### src/rtl/axi_rw_arbiter.sv
// Burst-granular round-robin arbiter sharing one RAM port between the AXI write and read paths.
// Optional grant statistics counters are built when AXI_RW_ARB_STATS_EN is defined.
module axi_rw_arbiter #(
    parameter int LEN_WIDTH  = 8,
    parameter int STAT_WIDTH = 16
) (
    input  logic                  clk,
    input  logic                  rst,
    input  logic                  wr_req,
    input  logic [LEN_WIDTH-1:0]  wr_len,
    input  logic                  wr_beat,
    input  logic                  rd_req,
    input  logic [LEN_WIDTH-1:0]  rd_len,
    input  logic                  rd_beat,
    output logic                  aw_ready,
    output logic                  ar_ready,
    output logic                  grant_wr,
    output logic                  grant_rd,
    output logic                  last_grant,
    output logic                  proto_err,
    output logic [STAT_WIDTH-1:0] wr_grant_cnt,
    output logic [STAT_WIDTH-1:0] rd_grant_cnt
);

    typedef enum logic [1:0] {
        IDLE = 2'd0,
        WR   = 2'd1,
        RD   = 2'd2,
        TURN = 2'd3
    } state_t;

    state_t               state_reg;
    logic [LEN_WIDTH-1:0] beat_cnt_reg;
    logic                 start_wr;
    logic                 start_rd;

    // On a tie the path opposite the previous grant wins (last_grant=1 means read went last).
    assign start_wr = (state_reg == IDLE) && wr_req && (!rd_req || last_grant);
    assign start_rd = (state_reg == IDLE) && rd_req && !start_wr;

    always_ff @(posedge clk or posedge rst) begin
        if (rst) begin
            state_reg    <= IDLE;
            beat_cnt_reg <= '0;
            aw_ready     <= 1'b0;
            ar_ready     <= 1'b0;
            grant_wr     <= 1'b0;
            grant_rd     <= 1'b0;
            last_grant   <= 1'b1;
            proto_err    <= 1'b0;
        end else begin
            aw_ready <= 1'b0;
            ar_ready <= 1'b0;
            case (state_reg)
                IDLE: begin
                    if (wr_beat || rd_beat)
                        proto_err <= 1'b1;
                    if (start_wr) begin
                        state_reg    <= WR;
                        beat_cnt_reg <= wr_len;
                        grant_wr     <= 1'b1;
                        aw_ready     <= 1'b1;
                        last_grant   <= 1'b0;
                    end else if (start_rd) begin
                        state_reg    <= RD;
                        beat_cnt_reg <= rd_len;
                        grant_rd     <= 1'b1;
                        ar_ready     <= 1'b1;
                        last_grant   <= 1'b1;
                    end
                end
                WR: begin
                    if (rd_beat)
                        proto_err <= 1'b1;
                    if (wr_beat) begin
                        if (beat_cnt_reg == '0) begin
                            state_reg <= TURN;
                            grant_wr  <= 1'b0;
                        end else begin
                            beat_cnt_reg <= beat_cnt_reg - 1'b1;
                        end
                    end
                end
                RD: begin
                    if (wr_beat)
                        proto_err <= 1'b1;
                    if (rd_beat) begin
                        if (beat_cnt_reg == '0) begin
                            state_reg <= TURN;
                            grant_rd  <= 1'b0;
                        end else begin
                            beat_cnt_reg <= beat_cnt_reg - 1'b1;
                        end
                    end
                end
                default: begin
                    // TURN: one dead cycle between bursts; any beat here is unexpected.
                    if (wr_beat || rd_beat)
                        proto_err <= 1'b1;
                    state_reg <= IDLE;
                end
            endcase
        end
    end

`ifdef AXI_RW_ARB_STATS_EN
    logic [1:0]            start_vec;
    logic [STAT_WIDTH-1:0] grant_cnt_reg [2];

    assign start_vec = {start_rd, start_wr};

    generate
        for (genvar gi = 0; gi < 2; gi++) begin : g_stat
            always_ff @(posedge clk or posedge rst) begin
                if (rst)
                    grant_cnt_reg[gi] <= '0;
                else if (start_vec[gi] && (grant_cnt_reg[gi] != '1))
                    grant_cnt_reg[gi] <= grant_cnt_reg[gi] + 1'b1;
            end
        end
    endgenerate

    assign wr_grant_cnt = grant_cnt_reg[0];
    assign rd_grant_cnt = grant_cnt_reg[1];
`else
    assign wr_grant_cnt = '0;
    assign rd_grant_cnt = '0;
`endif

endmodule
### config.mk
export PLATFORM = sky130hd
export DESIGN_NAME = axi_rw_arbiter
export DESIGN_NICKNAME = d
export VERILOG_FILES = /design/src/rtl/axi_rw_arbiter.sv
export SDC_FILE = /design/constraint.sdc
export NUM_CORES = 1
export LEC_CHECK = 0
export ABC_AREA = 1
export CAP_MARGIN = 20
export CORE_UTILIZATION = 30
export DETAILED_ROUTE_END_ITERATION = 7
export DONT_BUFFER_PORTS = 1
export GPL_ROUTABILITY_DRIVEN = 0
export MAX_ROUTING_LAYER = met4
export SYNTH_ARGS = -nofsm -noshare
export SYNTH_HDL_FRONTEND = slang
export SYNTH_SLANG_ARGS = --single-unit
### constraint.sdc
create_clock -name clk -period 3.1 [get_ports clk]
set_clock_uncertainty 0.1 [all_clocks]
set_input_delay 0.93 -clock clk [delete_from_list [all_inputs] [get_ports clk]]
set_output_delay 0.93 -clock clk [all_outputs]
set_load 0.005 [all_outputs]
==> metrics.csv, run 1 <==
stage,metric,value,unit
route,initial detailed-routing violation count,74,
cts,# Post-CTS Setup Buffers,0,
cts,Post-CTS Resized,0,
global_route,vias in the first global route,1009,
synth,sequential cell area fraction in the yosys report,0.282,
timing,min Tclk post-route,1.88,ns
global_route,global route overflow,0,
synth,Synth Area in Compound Gates,0.107,
timing,Hold Fails Final Rpt,0,
synth,Synth top area share,0.263,
synth,Post-synth EDFFs,0,
cells_and_area,fin nets,240,
floorplan,die area,5030,um^2
global_route,Tot GR Track Use,0.118,
route,drt total wl,2720,um
floorplan,initial core utilization,0.319,
timing,Max Slew Vio Count,0,
power_and_ir_drop,static leakage,0.781,nW
timing,worst rel slew slack,0.593,
hold_path,min-delay src,proto_err$_DFFE_PP0P_,
synth,Post-Syn Instances,209,
route,DRC viols,4,
cts,CTS tree,done,
route,Detailed Routing Iterations Pass 1,6,
cts,TritonCTS Buffers,3,
setup_path,"Max FO, Critical Path",15,
setup_path,nature of the critical path startpoint,flip-flop,
run,Max-Cap Viols,0,
power_and_ir_drop,Power per Cell Area,1050,nW/um^2
timing,Least-Margin Pin Slew,0.610,ns
synth,mux cell area share after synthesis,0,
hold_path,Min-Delay Path Class,flip-flop to flip-flop,
global_route,first-pass GRT wire length,4510,um
power_and_ir_drop,Worst VDD drop,0.000256,V
floorplan,width of the die,71.0,um
cells_and_area,layout cell share with drive strength beyond 1,0.100,
floorplan,boundary pin count,60,
cts,CTS Hold Buffers Added,0,
status,failing checks,design-rule violations,
setup_path,r2r startpoint,state_reg[0]$_DFFE_PP0P_,
cts,clock-pin slew of the registers on the worst-case setup and hold paths,0.07,ns
cts,Sink Count,16,
timing,Setup-failing EPs final,0,
cts,H-tree depth,1,
synth,"Avg Cell Area, Syn",6.82,um^2
floorplan,die height,71.0,um
floorplan,row count,24,
cts,clk root buf,clkbuf_8,
cts,worst skew pair latency,0.25,ns
placement,Area after DPL,1360,um^2
setup_path,crit path from,state_reg[0]$_DFFE_PP0P_,
placement,port bufs,0,
synth,Synth Area in XOR/XNOR,0,
synth,"Async S/R FF share, synth",1.00,
route,Antenna Violating Nets Remaining,0,
setup_path,crit path DAT,1.97,ns
synth,prevailing post-synth register cell,dfrtp_1,
floorplan,core footprint,4470,um^2
route,wire length per cell,10.4,um
placement,DPL Wire Length,2200,um
cells_and_area,post-route cell area,1410,um^2
route,vias,1115,
cells_and_area,Area Growth Syn to Fin,-1.14,%
synth,Yosys top cell by area,dfrtp_1,
status,status,finished with violations,
cells_and_area,max reg flops,8,
synth,"top cells by area, synth","dfrtp_1, buf_4, nand2_1",
cts,CTS Buffer Depth,2,
synth,"flops & latches, synth",16,
synth,post-synth design cell area,1430,um^2
cells_and_area,Antenna Cells,0,
synth,Synth top cells by count,"nand2_1, buf_4, inv_1, dfrtp_1, o21ai_0",
synth,simple-gate portion of the synthesized area,0.282,
global_route,initial antenna violation count,0,
synth,Yosys warnings,0,
setup_path,Worst Setup Path Type,flip-flop to flip-flop,
synth,post-synth cell types,26,
route,Vias per Instance,4.26,
synth,combinational family with the most area after synthesis,simple AND/OR/NAND/NOR gates,
timing,RSZ-0062 raised after global routing,no,
synth,most numerous cell in the Yosys netlist,nand2_1,
timing,Fmax,0.532,GHz
timing,period utilisation layout,0.606,
timing,final setup TNS,0,ns
synth,post-synthesis adder-cell area fraction,0.0614,
setup_path,CP endpoint kind,flip-flop,
setup_path,Worst Path Required,3.19,ns
global_route,pin count of the biggest net entering global routing,17,
## cells by family after synthesis
kind of cell / Yosys count
fa+ha+maj: 7
simple gates: 91
other cells: 1
compound gates: 27
buf+inv: 67
flops: 16
## cell type report
type	count	area (um^2)
fill	507	3060
multi-input combinational	157	762
tap	52	65.1
clock buffer	4	55.1
inverter	33	126
sequential	16	402
## per-stage QoR
stage | hold slack (ns) | setup WS (ns) | std cells | power (W) | utilization
finish | 0.396 | 1.22 | 262 | 0.00148 | 0.315
global placement | 0.374 | 1.09 | 258 | 0.00130 | 0.303
global route | 0.446 | 1.05 | 262 | 0.00166 | 0.315
floorplan | 0.356 | 1.29 | 240 | 0.00115 | -
CTS | 0.403 | 1.20 | 262 | 0.00150 | 0.315
detailed placement | 0.385 | 1.06 | 258 | 0.00130 | 0.303
## layout by cell type (no fill, tap or decap), drive strengths merged, types with 4 or more instances in the layout
master,Yosys,layout
o21ai,17,17
clkbuf,0,4
inv,32,32
nand2,61,61
dfrtp,15,15
nand4,4,4
ha,7,7
nand3,10,10
conb,1,32
a21oi,8,8
nor2,14,14
## power by group
part	switching, W	total (W)	internal [W]
combinational	0.000596	0.000897	0.000301
clock	0.0000724	0.000185	0.000113
sequential	0.0000882	0.000394	0.000306
## worst paths after layout
check	end	slack [ns]	cells after the start
max	beat_cnt_reg[3]$_DFFE_PP0P_	1.22	8
min	proto_err$_DFFE_PP0P_	0.40	2
max reg2reg	beat_cnt_reg[3]$_DFFE_PP0P_	1.22	8
min reg2reg	proto_err$_DFFE_PP0P_	0.40	2
max in group asynchronous	state_reg[0]$_DFFE_PP0P_	1.97	1
min in group asynchronous	beat_cnt_reg[5]$_DFFE_PP0P_	0.53	1
## per-layer routing
layer,vias to the layer above,global-route usage,wire length [um]
li1,589,-,-
met1,480,0.163,1450
met2,44,0.170,1110
met3,2,0.0199,132
met4,0,0.0533,27
met5,-,-,0
## worst max-delay path, stage by stage (launching register included)
cell	delay, ns
dfrtp_1	0.38
inv_1	0.09
ha_1	0.62
inv_2	0.19
a21oi_1	0.15
o21ai_0	0.09
nand2_1	0.08
nand2_1	0.05
nand2_1	0.06
Note: power is estimated with default switching activity, not from simulation.
==> run 2: changes to the inputs <==
==> constraint.sdc (replaced) <==
create_clock -name clk -period 1.7 [get_ports clk]
set_clock_uncertainty 0.1 [all_clocks]
set_input_delay 0.51 -clock clk [delete_from_list [all_inputs] [get_ports clk]]
set_output_delay 0.51 -clock clk [all_outputs]
set_load 0.005 [all_outputs]
==> metrics.csv, run 2 (synthesis results as in run 1) <==
stage,metric,value,unit,change
route,Detailed Routing Iterations Pass 1,6,,unchanged
power_and_ir_drop,power after layout,0.00312,W,+110%
cells_and_area,layout cell share with drive strength beyond 1,0.204,,+0.104
floorplan,die area,5030,um^2,unchanged
setup_path,CP endpoint kind,flip-flop,,
hold_path,Min-Delay Path Class,input port to async pin,,
floorplan,core footprint,4470,um^2,unchanged
run,Max-Cap Viols,0,,unchanged
setup_path,r2r startpoint,state_reg[0]$_DFFE_PP0P_,,
global_route,global route overflow,0,,unchanged
timing,min Tclk post-route,1.63,ns,-0.252 ns
cts,CTS Buffer Depth,2,,unchanged
cells_and_area,Area Growth Syn to Fin,10.3,%,
setup_path,critical path endpoint,beat_cnt_reg[4]$_DFFE_PP0P_,,
cells_and_area,"most common cell after layout, fill and taps aside",nand2_1,,
status,status,finished with violations,,
setup_path,depth of the most critical reg-to-reg path,10,,+2
placement,DPL Wire Length,2370,um,+7.6%
timing,Hold Fails Final Rpt,0,,unchanged
placement,Area after DPL,1430,um^2,+5.5%
power_and_ir_drop,static leakage,0.858,nW,+9.8%
cts,clock-pin slew of the registers on the worst-case setup and hold paths,0.07,ns,about the same
timing,Setup-failing EPs final,0,,unchanged
timing,period utilisation layout,0.957,,+0.351
cells_and_area,Storage cell area,402,um^2,unchanged
route,drt total wl,3110,um,+14%
global_route,Tot GR Track Use,0.123,,+0.00466
cells_and_area,fin nets,255,,+6.3%
setup_path,nature of the critical path startpoint,flip-flop,,
timing,Max Slew Vio Count,0,,unchanged
cts,clk root buf,clkbuf_8,,
floorplan,boundary pin count,60,,unchanged
floorplan,initial core utilization,0.319,,unchanged
setup_path,"Max FO, Critical Path",5,,-10
cts,CTS tree,done,,
cells_and_area,post-route cell area,1570,um^2,+12%
timing,final setup TNS,0,ns,unchanged
floorplan,width of the die,71.0,um,unchanged
timing,WHS,0.0445,ns,-0.351 ns
floorplan,die height,71.0,um,unchanged
global_route,initial antenna violation count,0,,unchanged
cells_and_area,Fillers,487,,-3.9%
cells_and_area,Antenna Cells,0,,unchanged
cts,worst skew pair latency,0.25,ns,about the same
cts,H-tree depth,1,,unchanged
global_route,vias in the first global route,1054,,+4.5%
setup_path,CP Cell Sequence,inv_2 > ha_2 > nand2_2 > nand2_1 > inv_2 > nand3_4 > a21oi_4 > buf_6 > nand2_1 > o21ai_1,,
cells_and_area,max reg flops,8,,unchanged
status,failing checks,design-rule violations,,
power_and_ir_drop,Power per Cell Area,1980,nW/um^2,+90%
global_route,first-pass GRT wire length,4740,um,+5.1%
setup_path,worst r2r dst,beat_cnt_reg[4]$_DFFE_PP0P_,,
setup_path,Worst Setup Path Type,flip-flop to flip-flop,,
floorplan,row count,24,,unchanged
route,initial detailed-routing violation count,74,,unchanged
route,wire length per cell,11.2,um,+8.0%
route,Vias per Instance,4.48,,+5.2%
placement,port bufs,0,,unchanged
setup_path,crit path max-delay cell type,dfrtp_1,,
timing,Fmax,0.615,GHz,+16%
route,Antenna Violating Nets Remaining,0,,unchanged
setup_path,Worst Path Required,1.78,ns,-1.41 ns
setup_path,Critical Path Max Stage Delay,0.39,ns,-0.23 ns
route,vias,1240,,+11%
cells_and_area,final core utilization,0.352,,+0.0364
cts,Sink Count,16,,unchanged
setup_path,crit path DAT,1.70,ns,-0.27 ns
cells_and_area,footprint of the multi-input gates,820,um^2,+7.6%
route,DRC viols,4,,unchanged
cells_and_area,most frequent cells in the layout,"nand2_1, conb_1, inv_1, dfrtp_1, buf_4",,
cts,TritonCTS Buffers,3,,unchanged
setup_path,crit path from,state_reg[0]$_DFFE_PP0P_,,
global_route,pin count of the biggest net entering global routing,17,,unchanged
setup_path,"setup slack, reg-to-reg",0.07,ns,-1.15 ns
power_and_ir_drop,Worst VDD drop,0.000731,V,+190%
-- run 2: changes by cell type in the layout (fill, tap and decap cells not counted), moves of 2 or more --
cell	delta
inv_2	+2
nand2_1	-3
nand2_4	+2
o21ai_0	-3
buf_6	+2
ha_2	+2
ha_1	-3
buf_4	+12
nand2_2	+2
inv_1	-2
o21ai_1	+2
-- run 2: worst min path at each step --
stage / start / endpoint / slack (ns) / cells after the start
global route: rst / beat_cnt_reg[4]$_DFFE_PP0P_ / 0.06 / 2
finish: rst / beat_cnt_reg[4]$_DFFE_PP0P_ / 0.04 / 2
global placement: rst / beat_cnt_reg[4]$_DFFE_PP0P_ / 0.32 / 2
CTS: rst / beat_cnt_reg[2]$_DFFE_PP0P_ / 0.05 / 2
detailed placement: rst / aw_ready$_DFF_PP0_ / 0.33 / 2
floorplan: rst / ar_ready$_DFF_PP0_ / 0.32 / 1
-- run 2: per-layer routing --
metal | global-route usage | vias up | share of wire
li1 | - | 621 | -
met1 | 0.169 | 546 | 0.49
met2 | 0.185 | 69 | 0.44
met3 | 0.0242 | 4 | 0.066
met4 | 0.0333 | 0 | 0.0093
met5 | - | - | 0
-- run 2: final cells by class --
| cell class | instances | area share |
|---|---|---|
| multi-input cells | 158 | 0.521 |
| flip-flops and latches | 16 | 0.255 |
| inverters | 33 | 0.0819 |
| repair buffers | 14 | 0.0716 |
| well taps | 52 | 0.0414 |
| clock buffers | 4 | 0.0286 |
-- run 2: where the power goes --
| group | switching [W] | internal [W] | total [W] |
|---|---|---|---|
| Sequential | 0.000162 | 0.000558 | 0.000720 |
| Clock | 0.000144 | 0.000166 | 0.000310 |
| Combinational | 0.00124 | 0.000848 | 0.00209 |
| Total | 0.00155 | 0.00157 | 0.00312 |
-- run 2: through the flow --
step	setup WS, ns	instances
after floorplan	0.176	240
after global placement	-0.0481	268
after detailed placement	-0.0724	268
after CTS	0.00325	272
after global routing	-0.00266	277
final	0.0736	277
-- run 2: repair_timing --
item / 4_1_cts / 5_1_grt
resized for setup: 3 / 18
hold buffers: 0 / 0
hold endpoints to repair: 0 / 0
buffers inserted: 0 / 4
pin swaps: 0 / 4
setup endpoints to repair: 12 / 13
cloned: 0 / 1
-- run 2: worst max-delay path, delay by kind of cell, from the launching register on --
family,cells,cell delay [ns]
DFF,1,0.39
buffers and inverters,3,0.32
adders and majority gates,1,0.20
AOI/OAI and AO/OA,2,0.29
and+or+nand+nor,4,0.26
